`config.mk`:
```
export PLATFORM = sky130hd
export DESIGN_NAME = uart_rx_deserializer_flat
export DESIGN_NICKNAME = d
export VERILOG_FILES = /design/src/rtl/uart_rx_if.sv /design/src/rtl/uart_rx_deserializer.sv /design/src/flat_wrapper.sv
export SDC_FILE = /design/constraint.sdc
export NUM_CORES = 1
export LEC_CHECK = 0
export ABC_AREA = 1
export CAP_MARGIN = 20
export CORE_UTILIZATION = 60
export CTS_BUF_LIST = sky130_fd_sc_hd__clkbuf_4
export DETAILED_ROUTE_END_ITERATION = 7
export GPL_TIMING_DRIVEN = 0
export PLACE_DENSITY = 0.85
export RECOVER_POWER = 25
export SLEW_MARGIN = 20
export SYNTH_ARGS = -nofsm -noshare
export SYNTH_HDL_FRONTEND = slang
export SYNTH_SLANG_ARGS = --single-unit
```
`constraint.sdc`:
```
create_clock -name clk -period 1.7 [get_ports clk]
set_input_delay 0.51 -clock clk [delete_from_list [all_inputs] [get_ports clk]]
set_output_delay 0.51 -clock clk [all_outputs]
set_load 0.01 [all_outputs]
```
`src/rtl/uart_rx_if.sv`:
```
// Receive-side UART link bundle: serial line in, received byte and status pulses out.
interface uart_rx_if;
  logic       rxd;
  logic [7:0] rx_data;
  logic       rx_valid;
  logic       frame_err;
  logic       busy;

  modport master (output rxd, input rx_data, rx_valid, frame_err, busy);
  modport slave  (input rxd, output rx_data, rx_valid, frame_err, busy);
endinterface

```
`src/rtl/uart_rx_deserializer.sv`:
```
// 8N1 UART receiver with 16x oversampling, two-flop line sync, start-bit glitch rejection
// and framing-error detection followed by a wait-for-idle break state.
module uart_rx_deserializer #(
  parameter int CLK_FREQ   = 100_000_000,
  parameter int BAUD       = 9600,
  parameter int OVERSAMPLE = 16
) (
  input  logic     clk,
  input  logic     rst_n,
  uart_rx_if.slave bus
);

  localparam int DIV   = CLK_FREQ / (BAUD * OVERSAMPLE);
  localparam int DIV_W = (DIV > 1) ? $clog2(DIV) : 1;
  localparam logic [DIV_W-1:0] DIV_LAST = DIV_W'(DIV - 1);
  localparam logic [3:0] SAMP_MID  = 4'(OVERSAMPLE / 2 - 1);
  localparam logic [3:0] SAMP_LAST = 4'(OVERSAMPLE - 1);

  localparam logic [2:0] S_IDLE  = 3'd0;
  localparam logic [2:0] S_START = 3'd1;
  localparam logic [2:0] S_DATA  = 3'd2;
  localparam logic [2:0] S_STOP  = 3'd3;
  localparam logic [2:0] S_BREAK = 3'd4;

  logic             r_sync1;
  logic             r_sync2;
  logic [2:0]       r_state;
  logic [DIV_W-1:0] r_div_cnt;
  logic [3:0]       r_samp_cnt;
  logic [2:0]       r_bit_cnt;
  logic [7:0]       r_shift;
  logic [7:0]       r_rx_data;
  logic             r_rx_valid;
  logic             r_frame_err;

  logic w_rxs;
  logic w_tick;
  logic w_samp_mid;
  logic w_samp_last;

  assign w_rxs       = r_sync2;
  assign w_tick      = (r_div_cnt == DIV_LAST);
  assign w_samp_mid  = w_tick && (r_samp_cnt == SAMP_MID);
  assign w_samp_last = w_tick && (r_samp_cnt == SAMP_LAST);

  always_ff @(posedge clk or negedge rst_n) begin
    if (!rst_n) begin
      r_sync1     <= 1'b1;
      r_sync2     <= 1'b1;
      r_state     <= S_IDLE;
      r_div_cnt   <= '0;
      r_samp_cnt  <= '0;
      r_bit_cnt   <= '0;
      r_shift     <= '0;
      r_rx_data   <= '0;
      r_rx_valid  <= 1'b0;
      r_frame_err <= 1'b0;
    end else begin
      r_sync1     <= bus.rxd;
      r_sync2     <= r_sync1;
      r_rx_valid  <= 1'b0;
      r_frame_err <= 1'b0;

      // Divider parks at zero in IDLE so the first tick lands DIV clocks after the start edge.
      if (r_state == S_IDLE || w_tick) begin
        r_div_cnt <= '0;
      end else begin
        r_div_cnt <= r_div_cnt + 1'b1;
      end

      if (w_tick) begin
        r_samp_cnt <= r_samp_cnt + 1'b1;
      end

      case (r_state)
        S_IDLE: begin
          r_samp_cnt <= '0;
          r_bit_cnt  <= '0;
          if (!w_rxs) begin
            r_state <= S_START;
          end
        end
        S_START: begin
          if (w_samp_mid) begin
            if (w_rxs) begin
              r_state <= S_IDLE;
            end else begin
              r_samp_cnt <= '0;
              r_state    <= S_DATA;
            end
          end
        end
        S_DATA: begin
          if (w_samp_last) begin
            r_shift <= {w_rxs, r_shift[7:1]};
            if (r_bit_cnt == 3'd7) begin
              r_state <= S_STOP;
            end else begin
              r_bit_cnt <= r_bit_cnt + 1'b1;
            end
          end
        end
        S_STOP: begin
          if (w_samp_last) begin
            if (w_rxs) begin
              r_rx_data  <= r_shift;
              r_rx_valid <= 1'b1;
              r_state    <= S_IDLE;
            end else begin
              r_frame_err <= 1'b1;
              r_state     <= S_BREAK;
            end
          end
        end
        S_BREAK: begin
          // A held-low line must return high before another start edge is honoured.
          if (w_rxs) begin
            r_state <= S_IDLE;
          end
        end
        default: r_state <= S_IDLE;
      endcase
    end
  end

  assign bus.rx_data   = r_rx_data;
  assign bus.rx_valid  = r_rx_valid;
  assign bus.frame_err = r_frame_err;
  assign bus.busy      = (r_state != S_IDLE);

endmodule

```
`src/flat_wrapper.sv`:
```
// flat-port wrapper written by rule: the top's interface ports become plain ports
module uart_rx_deserializer_flat 
#(
  parameter int CLK_FREQ   = 100_000_000,
  parameter int BAUD       = 9600,
  parameter int OVERSAMPLE = 16
)
  (clk, rst_n, bus_rxd, bus_rx_data, bus_rx_valid, bus_frame_err, bus_busy);
  uart_rx_if bus_i ();
  input  logic clk;
  input  logic rst_n;
  input wire logic [$bits(bus_i.rxd)-1:0] bus_rxd;
  output wire logic [$bits(bus_i.rx_data)-1:0] bus_rx_data;
  output wire logic [$bits(bus_i.rx_valid)-1:0] bus_rx_valid;
  output wire logic [$bits(bus_i.frame_err)-1:0] bus_frame_err;
  output wire logic [$bits(bus_i.busy)-1:0] bus_busy;
  assign bus_i.rxd = bus_rxd;
  assign bus_rx_data = bus_i.rx_data;
  assign bus_rx_valid = bus_i.rx_valid;
  assign bus_frame_err = bus_i.frame_err;
  assign bus_busy = bus_i.busy;
  uart_rx_deserializer #(.CLK_FREQ(CLK_FREQ), .BAUD(BAUD), .OVERSAMPLE(OVERSAMPLE)) u_core (.clk(clk), .rst_n(rst_n), .bus(bus_i));
endmodule
```
==> tab_implementation.tex <==
\begin{tabular}{lr}
\hline
Metric & Value \\
\hline
\multicolumn{2}{l}{\textbf{Outcome}} \\
Result of the run & finished, violations left \\
Violated checks & negative setup slack \\
\multicolumn{2}{l}{\textbf{Place}} \\
Port Buf Inserts & 13 \\
Cell count after placement & 270 \\
Final GP Congestion & 0.811 \\
DP Wirelength & between 2000 and 2500 um \\
\multicolumn{2}{l}{\textbf{Global route}} \\
Via count of the first global-routing pass & 1352 \\
Global-route total usage across every layer & between 20\% and 30\% \\
Wire length of the first global-routing pass & between 5000 and 6000 um \\
Sum of overflow across all layers after global routing & 0 \\
Largest net degree at the start of global routing & 30 \\
Number of antenna violations at the first check in global routing & 0 \\
\multicolumn{2}{l}{\textbf{Routing}} \\
Post-route ant nets & 0 \\
Vias after detailed routing & 1417 \\
Number of vias per cell & 4.95 \\
Overall routed net length & between 3000 and 4000 um \\
DR pass1 iterations & 4 \\
Detailed Route Iter0 Violations & 58 \\
DRC Markers & 0 \\
Drt wl/cell & 12.0 um \\
\multicolumn{2}{l}{\textbf{Yosys}} \\
Multiplexer share of the synthesized area & 0\% \\
Yosys reg bits & 40 \\
Parity-gate share of the synthesized area counting xor and xnor cells & under 10\% \\
Area fraction of the dominant cell type after synthesis & between 40 and 50\% \\
Share of synthesized cell area in full adder, half adder and majority cells & 3.27\% \\
Synth Area in Compound Gates & 8.57\% \\
Share of synthesized area occupied by flip-flops and latches & 52.5\% \\
Net count after synthesis & 220 \\
Number of different library cells in the post-synthesis netlist & 23 \\
Synth area leader & dfrtp\_1 \\
Simple logic cell fraction of the synthesized area & 26.2\% \\
Synthesis Warnings & 0 \\
Avg Inst Size Synth & 9.02 sq um \\
Netlist area before placement & 1910 sq um \\
Post-Synthesis Cells & roughly 210 \\
Combinational family with the most area after synthesis & simple AND/OR/NAND/NOR gates \\
Cell types with the largest area share after synthesis & dfrtp\_1 (50\%), nand2\_1 (11\%), o21ai\_2 (6.9\%), inv\_1 (5.5\%), nor2\_1 (5.3\%) \\
\multicolumn{2}{l}{\textbf{STA}} \\
Max-Slew Margin vs Limit & 53.8\% \\
Part of the cycle the worst path needs & 103\% \\
Setup TNS & -0.0437 ns \\
Final setup skew & 0.0143 ns \\
FMAX & 573 MHz \\
Final min period & 1.74 ns \\
Pin slew with the least headroom to its limit & 0.692 ns \\
Final worst setup slack & -0.0437 ns \\
Final max-slew violation count & 0 \\
Fin Hold WS & about 0.13 ns \\
Total setup violations reported at the end of the flow & 1 \\
Count of endpoints failing hold in the final timing report & 0 \\
RSZ-0062 raised after global routing & yes \\
\multicolumn{2}{l}{\textbf{Cells and area}} \\
Antenna cell count & 0 \\
Commonest non-fill, non-tap cells in the layout & nand2\_1 (55), dfrtp\_1 (37), inv\_1 (25), nor2\_1 (25), o21ai\_2 (16) \\
Area growth from synthesis to final layout & 17.7\% \\
Nets@finish & 249 \\
Ratio of cells with drive above 1 in the final layout & 21.1\% \\
Final cell count without fillers & 286 \\
Commonest non-fill, non-tap cell in the layout & nand2\_1 \\
\multicolumn{2}{l}{\textbf{Min path}} \\
Hold WC Path Type & input port to async pin \\
\multicolumn{2}{l}{\textbf{Worst setup path}} \\
Setup slack on the worst flop-to-flop path & 0.11 ns \\
Critical path startpoint category & flip-flop \\
Critical path depth in cells & 5 \\
Critical Path Most Common Cell & inv\_2 \\
Maximum fanout along the worst path & 4 \\
Data required time of the critical path & 1.19 ns \\
Worst Setup End Kind & output port \\
Data arrival, critical path & 1.23 ns \\
Buffers \& Inverters on Critical Path & 3 \\
Largest incremental delay on the critical path & 0.43 ns \\
Setup Crit Path Kind & flip-flop to output port \\
Slowest stage cell on the critical path & dfrtp\_1 \\
Cell chain of the critical path & nor2\_4, inv\_2, nor2\_2, inv\_2, buf\_6 \\
Startpoint of the lowest-slack register-to-register path & u\_core.r\_div\_cnt[0]\$\_DFF\_PN0\_ \\
Path depth of the worst reg2reg path & 10 \\
Family of cells with the greatest summed delay on the critical path & flip-flops \\
Critical register-to-register path endpoint & u\_core.bus.rx\_data[6]\$\_DFFE\_PN0P\_ \\
\multicolumn{2}{l}{\textbf{Clocking}} \\
Clock slew at reported path FFs & 0.11 ns \\
Number of clock buffers inserted by TritonCTS & 5 \\
Max clock buf depth & 2 \\
Clock tree from TritonCTS & built \\
Root buffer selected by CTS & clkbuf\_4 \\
Clock sinks & 40 \\
Htree depth & 2 \\
Later-pin clock latency in the skew report & 0.35 ns \\
\multicolumn{2}{l}{\textbf{Power}} \\
Peak ir drop on the vdd network & 0.593 mV \\
Power density over the cells & 655 nW/um\^{}2 \\
Total leakage power & 1.20 nW \\
\multicolumn{2}{l}{\textbf{Die}} \\
Core region area & between 3000 and 4000 sq um \\
DIE WIDTH & approximately 58 um \\
Floorplan die area & 3420 sq um \\
Effective utilization at floorplan & 63.1\% \\
Placement row count & 20 \\
Count of pins on the block boundary & 14 \\
Die boundary height & 58.5 um \\
\multicolumn{2}{l}{\textbf{Run}} \\
Max-cap check violation count & 0 \\
\hline
\end{tabular}
flip-flops by register name, indices dropped and copies added (netlist names):
register and cells:
u_core.bus.rx_data 8, u_core.r_state 3, u_core.r_div_cnt 10, u_core.r_sync2 1, u_core.r_shift 8, u_core.r_sync1 1
u_core.bus.frame_err 1, u_core.bus.rx_valid 1, u_core.r_samp_cnt 4, u_core.r_bit_cnt 3
logic make-up after synthesis:
logic type                 count (synthesis)
adders and majority gates                  5
buffers and inverters                     31
DFF                                       40
xor gates and xnor gates                   5
and+or+nand+nor                          110
AOI/OAI and AO/OA                         21
per-layer routing:
| metal | GRT usage, % | wire [um] | up-vias | share of wire [%] |
|---|---|---|---|---|
| li1 | - | - | 729 | - |
| met1 | 26.1 | 1610 | 666 | 47 |
| met2 | 37.8 | 1680 | 14 | 49 |
| met3 | 5.49 | 79 | 8 | 2.3 |
| met4 | 11.2 | 69 | 0 | 2.0 |
| met5 | 0 | 0 | - | 0 |
power by group:
| part | total [W] | internal, W | switching [W] | leakage, nW |
|---|---|---|---|---|
| logic | 0.0000249 | 0.00000431 | 0.0000205 | 0.625 |
| clock network | 0.000491 | 0.000193 | 0.000298 | 0.0361 |
| registers | 0.000958 | 0.000956 | 0.00000283 | 0.535 |
stage by stage:
step,total power [W],utilization [%],worst slack [ns],cell area (sq um)
2_1_floorplan,0.000979,-,0.270,1910
3_3_place_gp,0.00100,69.3,-0.826,2100
3_5_place_dp,0.00101,69.8,-0.160,2110
4_1_cts,0.00149,71.9,-0.0842,2180
5_1_grt,0.00153,74.3,-0.0851,2250
6_report,0.00147,74.3,-0.0437,2250
cell type report:
cell class / instances / area, sq um
Clock inverter: 1 / 5.00
Tap cell: 44 / 55.1
Fill cell: 232 / 777
Inverter: 29 / 114
Sequential cell: 40 / 1000
Buffer: 2 / 26.3
Clock buffer: 7 / 52.6
Multi-Input combinational cell: 141 / 786
Timing Repair Buffer: 22 / 208
repair_timing:
action	in CTS	in global routing
gates cloned	0	1
resized for setup	21	4
pin swaps	2	3
hold buffers	0	0
buffers inserted	1	6
endpoints found under the setup margin	11	16
endpoints found under the hold margin	0	0
worst max-delay path by stage:
stage	slack, ns	startpoint	end
final	-0.04	u_core.r_state[0]$_DFFE_PN0P_	bus_busy
after CTS	-0.08	u_core.r_state[2]$_DFFE_PN0P_	bus_busy
after global placement	-0.83	rst_n	u_core.r_div_cnt[9]$_DFF_PN0_
after floorplan	0.27	u_core.r_div_cnt[0]$_DFF_PN0_	u_core.bus.rx_data[6]$_DFFE_PN0P_
after detailed placement	-0.16	u_core.r_state[2]$_DFFE_PN0P_	bus_busy
after global routing	-0.09	u_core.r_state[0]$_DFFE_PN0P_	bus_busy
synth_stat cells:
library cell / n
o21ai_2: 15
nor2_4: 2
o21bai_1: 1
nor4_1: 1
nand4_4: 1
nand2_4: 1
a21oi_1: 2
nand3_4: 1
nand3_1: 14
inv_6: 1
xor2_1: 4
dfrtp_1: 38
inv_1: 28
ha_1: 5
nand2_1: 55
nor3_2: 1
o21ai_1: 1
dfstp_2: 2
buf_6: 2
nor3_1: 7
o21ai_0: 2
xnor2_1: 1
nor2_1: 27
(Power assumes the default switching activity.)
